<file path="src/rtl/traffic_light_pkg.sv">
// ============================================================================
// Module : traffic_light_pkg
// Brief  : State, lamp-code and phase-length types for the traffic_light FSM.
//          The FLICKER state exists only with TRAFFIC_LIGHT_FLICKER_EN defined.
// Rev    : 1.0  initial release
// ============================================================================
`default_nettype none

package traffic_light_pkg;

    typedef enum logic [2:0] {
        ST_IDLE    = 3'd0,
        ST_RED     = 3'd1,
        ST_GREEN   = 3'd2,
`ifdef TRAFFIC_LIGHT_FLICKER_EN
        ST_FLICKER = 3'd3,
`endif
        ST_YELLOW  = 3'd4
    } tl_state_t;

    localparam logic [1:0] LAMP_OFF    = 2'b00;
    localparam logic [1:0] LAMP_RED    = 2'b01;
    localparam logic [1:0] LAMP_YELLOW = 2'b10;
    localparam logic [1:0] LAMP_GREEN  = 2'b11;

    typedef logic [4:0] tl_len_t;

endpackage

`default_nettype wire

</file>
<file path="src/rtl/traffic_light.sv">
// ============================================================================
// Module : traffic_light
// Brief  : Single-intersection light sequencer driving an external phase
//          timer. Optional blinking-green phase: TRAFFIC_LIGHT_FLICKER_EN.
// Rev    : 1.0  initial release
// ============================================================================
`default_nettype none

module traffic_light
    import traffic_light_pkg::*;
#(
    parameter int RED_LEN     = 20,
    parameter int GREEN_LEN   = 16,
    parameter int FLICKER_LEN = 6,
    parameter int YELLOW_LEN  = 4
) (
    input  logic       clk,
    input  logic       reset,
    input  logic       start,
    input  logic       t_flicker,
    input  logic       t_done,
    output logic       t_start,
    output logic [4:0] t_length,
    output logic [1:0] L_out
);

    if (RED_LEN < 1 || RED_LEN > 31) begin : g_bad_red_len
        $error("traffic_light: RED_LEN must be in 1..31");
    end
    if (GREEN_LEN < 1 || GREEN_LEN > 31) begin : g_bad_green_len
        $error("traffic_light: GREEN_LEN must be in 1..31");
    end
    if (YELLOW_LEN < 1 || YELLOW_LEN > 31) begin : g_bad_yellow_len
        $error("traffic_light: YELLOW_LEN must be in 1..31");
    end
`ifdef TRAFFIC_LIGHT_FLICKER_EN
    if (FLICKER_LEN < 1 || FLICKER_LEN > 31) begin : g_bad_flicker_len
        $error("traffic_light: FLICKER_LEN must be in 1..31");
    end
`else
    logic w_unused;
    assign w_unused = ^{t_flicker, tl_len_t'(FLICKER_LEN)};
`endif

    tl_state_t  r_state;
    tl_state_t  w_state_nxt;
    logic       r_t_start;
    tl_len_t    r_t_length;
    logic [1:0] r_lamp;

    logic       w_advance;
    logic       w_t_start_nxt;
    tl_len_t    w_t_length_nxt;
    logic [1:0] w_lamp_nxt;

    // A done seen while the start strobe is out belongs to the previous phase.
    assign w_advance = t_done && !r_t_start;

    always_comb begin
        w_state_nxt = r_state;
        case (r_state)
            ST_IDLE:    if (start)     w_state_nxt = ST_RED;
            ST_RED:     if (w_advance) w_state_nxt = ST_GREEN;
`ifdef TRAFFIC_LIGHT_FLICKER_EN
            ST_GREEN:   if (w_advance) w_state_nxt = ST_FLICKER;
            ST_FLICKER: if (w_advance) w_state_nxt = ST_YELLOW;
`else
            ST_GREEN:   if (w_advance) w_state_nxt = ST_YELLOW;
`endif
            ST_YELLOW:  if (w_advance) w_state_nxt = ST_RED;
            default:                   w_state_nxt = ST_IDLE;
        endcase
    end

    // Outputs are decoded from the next state so they register alongside it.
    always_comb begin
        w_t_start_nxt  = (w_state_nxt != r_state) && (w_state_nxt != ST_IDLE);
        w_t_length_nxt = '0;
        w_lamp_nxt     = LAMP_OFF;
        case (w_state_nxt)
            ST_RED: begin
                w_t_length_nxt = tl_len_t'(RED_LEN);
                w_lamp_nxt     = LAMP_RED;
            end
            ST_GREEN: begin
                w_t_length_nxt = tl_len_t'(GREEN_LEN);
                w_lamp_nxt     = LAMP_GREEN;
            end
`ifdef TRAFFIC_LIGHT_FLICKER_EN
            ST_FLICKER: begin
                w_t_length_nxt = tl_len_t'(FLICKER_LEN);
                w_lamp_nxt     = t_flicker ? LAMP_GREEN : LAMP_OFF;
            end
`endif
            ST_YELLOW: begin
                w_t_length_nxt = tl_len_t'(YELLOW_LEN);
                w_lamp_nxt     = LAMP_YELLOW;
            end
            default: begin
                w_t_length_nxt = '0;
                w_lamp_nxt     = LAMP_OFF;
            end
        endcase
    end

    always_ff @(posedge clk) begin
        if (!reset) begin
            r_state    <= ST_IDLE;
            r_t_start  <= 1'b0;
            r_t_length <= '0;
            r_lamp     <= LAMP_OFF;
        end else begin
            r_state    <= w_state_nxt;
            r_t_start  <= w_t_start_nxt;
            r_t_length <= w_t_length_nxt;
            r_lamp     <= w_lamp_nxt;
        end
    end

    assign t_start  = r_t_start;
    assign t_length = r_t_length;
    assign L_out    = r_lamp;

endmodule

`default_nettype wire

</file>
<file path="config.mk">
export PLATFORM = sky130hd
export DESIGN_NAME = traffic_light
export DESIGN_NICKNAME = d
export VERILOG_FILES = /design/src/rtl/traffic_light_pkg.sv /design/src/rtl/traffic_light.sv
export SDC_FILE = /design/constraint.sdc
export NUM_CORES = 1
export LEC_CHECK = 0
export ABC_AREA = 1
export CAP_MARGIN = 20
export CORE_AREA = 2 2 39 41
export DETAILED_ROUTE_END_ITERATION = 8
export DIE_AREA = 0 0 41 43
export PLACE_DENSITY_LB_ADDON = 0.3
export SKIP_CTS_REPAIR_TIMING = 1
export SYNTH_ARGS = -nofsm -noshare
export SYNTH_HDL_FRONTEND = slang
export SYNTH_SLANG_ARGS = --single-unit
</file>
<file path="constraint.sdc">
create_clock -name clk -period 2.1 [get_ports clk]
set_input_delay 0.42 -clock clk [delete_from_list [all_inputs] [get_ports clk]]
set_output_delay 0.42 -clock clk [all_outputs]
set_load 0.01 [all_outputs]
</file>
Yosys cells after proc, flatten, opt, wreduce, memory -nomap -nowiden
Cells that the tools add are included.
{ "word_totals": {"register_bits": 11, "in_bits": 5, "out_inout_bits": 8, "elab_cells": 23} }
{ "classes": {"n_eq_ne": 7, "n_mux": 7, "n_reduce_logical": 5} }
{ "op_table": {"columns": ["cell", "count"], "rows": [
  ["$pmux 5 s3", 1],
  ["$mux 3", 4],
  ["$pmux 3 s4", 1],
  ["$eq 3x1->1 const B", 2],
  ["$eq 3x2->1 const B", 2],
  ["$eq 3x3->1 const B", 2],
  ["$pmux 2 s3", 1],
  ["$logic_not 3->1", 1],
  ["$ne 3x3->1", 1],
  ["$reduce_bool 3->1", 1],
  ["$logic_and 1x1->1", 2],
  ["$logic_not 1->1", 1]
]} }

Depth between registers and ports, before layout
Gate-level depths: netlist of run 1.
{ "depth": {"word_depth": 6, "mapped_depth": 8, "ltp_nobuf": 8} }

Worst setup path after synthesis of run 1
OpenSTA, ideal clock, no wires.
{ "synth_path": {"path_kind": "input port to flip-flop", "start": "input t_done", "end": "register r_t_start, in the netlist t_start", "setup_time_ns": 0.111, "arrival_time_ns": 0.930, "required_ns": 1.989, "path_slack_ns": 1.059, "cell_stages": 7, "path_buffers": 0, "path_cell_list": "nand2_1 -> nand2_1 -> nand2_1 -> nand2_1 -> nand3_1 -> nand2_1 -> nor2_1"} }
{ "synth_between": {"elab_chain_len": 5, "elab_cells_between_ends": 8, "classes_between": "eq/ne: 1; mux: 4; reduce/logical: 3"} }
{ "synth_lines": {"columns": ["element", "line", "text"], "rows": [
  ["start, declared", "traffic_light.sv:21", "input logic t_done,"],
  ["$logic_and 1x1->1 *", "traffic_light.sv:57", "assign w_advance = t_done && !r_t_start;"],
  ["$mux 3, on equally long branches", "traffic_light.sv:70, traffic_light.sv:63, traffic_light.sv:68", null],
  ["$pmux 3 s4 *", "traffic_light.sv:61", "case (r_state)"],
  ["$ne 3x3->1 / $reduce_bool 3->1 (equally long branches)", "traffic_light.sv:77", "w_t_start_nxt = (w_state_nxt != r_state) && (w_state_nxt != ST_IDLE);"],
  ["$logic_and 1x1->1 *", "traffic_light.sv:77", null],
  ["end signal, assigned", "traffic_light.sv:114", "r_t_start <= w_t_start_nxt;"],
  ["end, declared", "traffic_light.sv:47", "logic r_t_start;"]
]} }
Mark *: on every way between the ends. The rest lies on a longest branch, timed or not.
A chain may end at the register's enable or synchronous reset.

Worst setup path in the final report of run 1
{ "layout_path": {"start": "register r_t_start, in the netlist t_start", "end": "output t_start"} }
{ "layout_rtl": {"columns": ["element", "line", "text"], "rows": [
  ["end, declared", "traffic_light.sv:22", "output logic t_start,"]
]} }
No word-level cell between the ends.

==> results.cfg, run 1 <==
[outcome]
status = finished, final reports clean

[placement]
dp_hpwl_microns = 485
routabilityCongestion = 0.711
numPortBuffers = 8
place_area_sq_um = 438
place_ws_ns = 0.451

[die]
rows = 14
core_area_sq_um = 1380
fp.dieW_microns = 41
start_util_pct = 26.0
die_area_sq_um = 1760
num_io_pins = 13
fp.dieH_microns = 43

[sta]
fin_ws_ns = 0.561
finalCriticalPeriod_ns = 1.54
maxSlewViolCount = 0
clock_skew_ns = 0.000350
max_freq_ghz = 0.650
setup_tns_ns = 0
rsz0062_at_grt = false
fin_crit_sh_pct = 73.3
setup-violations-final = 0
hold_viol = 0

[clock_network]
cts.htree.levels = 1
clockRootBuffer = clkbuf_4
tritoncts = done
path_clk_slew_ns = 0.05
cts.sinks = 7
clockBufferDepth = 2
cts_made_buffers = 3
clock_latency_ns = 0.24

[global_route]
overflow = 0
track_usage_pct = 9.46
grt_pass1_vias = 271
antenna_found_initial = 0
grt_start_max_net_pins = 8
grt_pass1_wl_mm = 1.06

[pwr]
power.density_nw_per_um2 = 984
pwr-share-comb_pct = 36.0
power_switching_mw = 0.150
leakagePower_nw = 0.225
clkPwrFrac_pct = 25.7
vdd_ir_drop_max_mv = 0.393
p_seq_share_pct = 38.3
p_int_mw = 0.307
swShare_pct = 32.8

[yosys]
synth_area_sq_um = 360
postSynthRegisterBits = 7
syn-instance-count = 55
synth.lib_cells_used.distinct = 13
synth_area_per_cell_sq_um = 6.55
synth-seq-area-share_pct = 38.9
synth_warnings = 0

[critical_path]
critPathCaptureType = output pin
cp_cell_sequence = clkdlybuf4s50_1
r2r_setup_slack_ns = 1.00
crit_fanout = 3
reg2reg_depth = 8
required_ns = 1.68
cp.depth = 1
crit_arrival_ns = 1.12
critPathBufInv = 1
crit_path_top_delay_cell = clkdlybuf4s50_1
r2r_end = t_start
critPathLaunchType = flip-flop
worstSetupPathType = flip-flop to output pin
critPathMaxStageDelay_ns = 0.54
rr_startpoint = t_start
critPathTopFamily = buffers and inverters

[cells_and_area]
syn2layout_area_growth_pct = 28.8
finalNetCount = 71
antennaDiodeCount = 0
final_common_cell = nand2_1
final_cell_mix = nand2_1 (16), clkdlybuf4s50_1 (8), dfxtp_1 (7), inv_1 (7), nor2_1 (7)
final_area_sq_um = 464
final_core_utilization_pct = 33.5
layout-drive-gt1-share_pct = 12.3
nFillCells = 160

[min_path]
whs_path_depth = 3
hold_start = r_state[2]
worstHoldPathType = flip-flop to flip-flop
min_to = r_state[0]

[routing]
drc = 0
maxUsedRoutingLayer = met4
drt_iter0_drc = 3
viasPerCell = 4.16
wl_met3_microns = 38
first_pass_iters = 4
routedWlPerCell_microns = 7.80
drt-met1-wl_microns = 277
vias = 337
wl_met2_microns = 294
antenna_left = 0
wirelength_microns = 632

[flow_run]
maxCapViolations = 0
[stage by stage]
| stage | hold WS (ns) | std cells | power (mW) |
|---|---|---|---|
| after global placement | 0.602 | 77 | 0.342 |
| after floorplan | 0.546 | 57 | 0.288 |
| after detailed placement | 0.611 | 77 | 0.343 |
| after CTS | 0.620 | 81 | 0.465 |
| after global routing | 0.646 | 81 | 0.496 |
| final | 0.620 | 81 | 0.457 |
[kinds of logic (layout without fill, tap and decap cells)]
kind of cell	count (synthesis)	after routing	share of synthesized area [%]
AO/OA/AOI/OAI	5	5	7.29
flip-flops	7	7	38.9
AND/OR/NAND/NOR	30	30	36.1
buffers and inverters	12	20	16.7
other	1	3	1.04
[cells in the mapped netlist, drive strengths merged]
master / number / share of area [%]
nor2: 8 / 9.0
a21oi: 4 / 5.6
nand3: 4 / 6.9
a31oi: 1 / 1.7
inv: 8 / 8.3
conb: 1 / 1.0
dfxtp: 7 / 39
buf: 4 / 8.3
nand2: 18 / 20
[worst register-to-register path, delay by kind of cell (launching register included)]
| family | cells | cell delay (ns) |
|---|---|---|
| and+or+nand+nor | 7 | 0.65 |
| DFF | 1 | 0.34 |
| buffers and inverters | 1 | 0.04 |
[worst max path at each step]
| stage | from | endpoint | slack [ns] |
|---|---|---|---|
| global placement | t_done | t_start | 0.45 |
| CTS | t_start | t_start | 0.54 |
| floorplan | t_done | t_start | 1.06 |
| finish | t_start | t_start | 0.56 |
| global route | t_start | t_start | 0.50 |
| detailed placement | t_done | t_start | 0.45 |
[registers in the layout, summed over array words and instances (netlist names)]
| name | flops |
|---|---|
| L_out | 2 |
| r_state | 3 |
| t_length | 1 |
| t_start | 1 |
[power groups by stage]
| stage | Clock (mW) | Combinational, mW | Sequential (mW) |
|---|---|---|---|
| floorplan | 0 | 0.103 | 0.185 |
| global placement | 0 | 0.164 | 0.178 |
| detailed placement | 0 | 0.165 | 0.178 |
| CTS | 0.124 | 0.166 | 0.175 |
| global route | 0.134 | 0.183 | 0.179 |
| finish | 0.117 | 0.164 | 0.175 |
[per-layer routing]
| metal | vias to the layer above | track usage (%) |
|---|---|---|
| li1 | 180 | - |
| met2 | 9 | 13.1 |
| met3 | 4 | 3.66 |
| met1 | 144 | 9.71 |
| met4 | 0 | 10.0 |
| met5 | - | 0 |
[layout make-up]
cell class | instances | area [sq um] | share of cell area (%)
timing repair buffer | 8 | 80.1 | 17.3
clock buffer | 4 | 26.3 | 5.66
multi-input combinational | 38 | 168 | 36.1
sequential | 7 | 140 | 30.2
tap | 16 | 20.0 | 4.31
inverter | 8 | 30.0 | 6.47
Power figures use the tool's default switching activity.
==> inputs of run 2 (changes only) <==
- clock period: 2.1 -> 1.4 ns (I/O delays scaled with it)
==> results.cfg, run 2 (synthesized netlist as in run 1, its figures left out) <==
[outcome]
status = finished, final reports clean

[sta]
max_freq_ghz = 0.737
hold_viol = 0
setup_tns_ns = 0
finalCriticalPeriod_ns = 1.36
fin_crit_sh_pct = 97.0
maxSlewViolCount = 0
rsz0062_at_grt = false
clock_skew_ns = 0.00494
setup-violations-final = 0

[routing]
antenna_left = 0
drt_iter0_drc = 7
viasPerCell = 4.08
routedWlPerCell_microns = 7.83
vias = 339
wirelength_microns = 650
first_pass_iters = 4
drc = 0

[global_route]
grt_pass1_wl_mm = 1.01
overflow = 0
grt_pass1_vias = 282
track_usage_pct = 8.76
grt_start_max_net_pins = 8
antenna_found_initial = 0

[cells_and_area]
regMostFlops = r_state
final_cell_mix = nand2_1 (16), dfxtp_1 (7), inv_1 (7), nor2_1 (7), clkdlybuf4s50_1 (5)
layout.cells.non_filler = 83
syn2layout_area_growth_pct = 35.1
final_common_cell = nand2_1
finalNetCount = 73
layout-drive-gt1-share_pct = 14.9
largest_reg_flops = 3
nFillCells = 159
final_core_utilization_pct = 35.2
antennaDiodeCount = 0

[critical_path]
reg2reg_depth = 7
cp_cell_sequence = clkdlybuf4s50_1
critPathTopFamily = buffers and inverters
crit_arrival_ns = 1.08
critPathCaptureType = output pin
required_ns = 1.12
critPathBufInv = 1
critPathLaunchType = flip-flop
critPathMaxStageDelay_ns = 0.53
crit_fanout = 1
crit_path_top_delay_cell = clkdlybuf4s50_1
cp.depth = 1
worstSetupPathType = flip-flop to output pin

[min_path]
whs_path_depth = 3
worstHoldPathType = input pin to flip-flop

[die]
rows = 14
core_area_sq_um = 1380
fp.dieH_microns = 43
start_util_pct = 26.0
fp.dieW_microns = 41
num_io_pins = 13
die_area_sq_um = 1760

[clock_network]
tritoncts = done
cts_made_buffers = 3
cts.sinks = 7
path_clk_slew_ns = 0.05
cts.htree.levels = 1
clockBufferDepth = 2
clock_latency_ns = 0.24
clockRootBuffer = clkbuf_4

[placement]
routabilityCongestion = 0.706
place_inst = 79
dp_hpwl_microns = 520
numPortBuffers = 8

[flow_run]
maxCapViolations = 0

[pwr]
power_mw = 0.697
power.density_nw_per_um2 = 1430
vdd_ir_drop_max_mv = 0.536
leakagePower_nw = 0.275
-- run 2: changes by cell type in the layout (fill, tap and decap cells not counted) --
cell             change
clkdlybuf4s50_1      -3
dlymetal6s2s_1       +3
buf_4                +2
-- run 2: cell type report --
type / instances / area [sq um] / share of cell area (%)
inverter: 8 / 30.0 / 6.17
timing repair buffer: 10 / 103 / 21.1
sequential: 7 / 140 / 28.8
tap: 16 / 20.0 / 4.11
clock buffer: 4 / 26.3 / 5.40
multi-input combinational: 38 / 168 / 34.4
-- run 2: per-stage QoR --
step	setup WS (ns)	instance area, sq um	hold WS, ns
after floorplan	0.374	368	0.406
after global placement	-0.0661	453	0.606
after detailed placement	-0.0614	453	0.608
after CTS	-0.0208	479	0.611
after global routing	0.00791	487	0.623
final	0.0424	487	0.609
-- run 2: final timing paths --
path | end | slack, ns | from
max | L_out[1] | 0.04 | L_out[1]
max reg2reg | t_length[2] | 0.29 | t_start
min reg2reg | r_state[0] | 0.61 | r_state[2]
min | t_start | 0.61 | reset
-- run 2: metal layers --
metal / GRT usage, % / share of wire [%]
met1: 9.42 / 45
met2: 13.4 / 49
met3: 1.57 / 3.7
met4: 8.00 / 1.5
met5: 0 / 0
-- run 2: power by group --
part | switching [mW] | internal, mW
Combinational | 0.134 | 0.124
Sequential | 0.0256 | 0.238
Clock | 0.0663 | 0.108
Total | 0.226 | 0.470
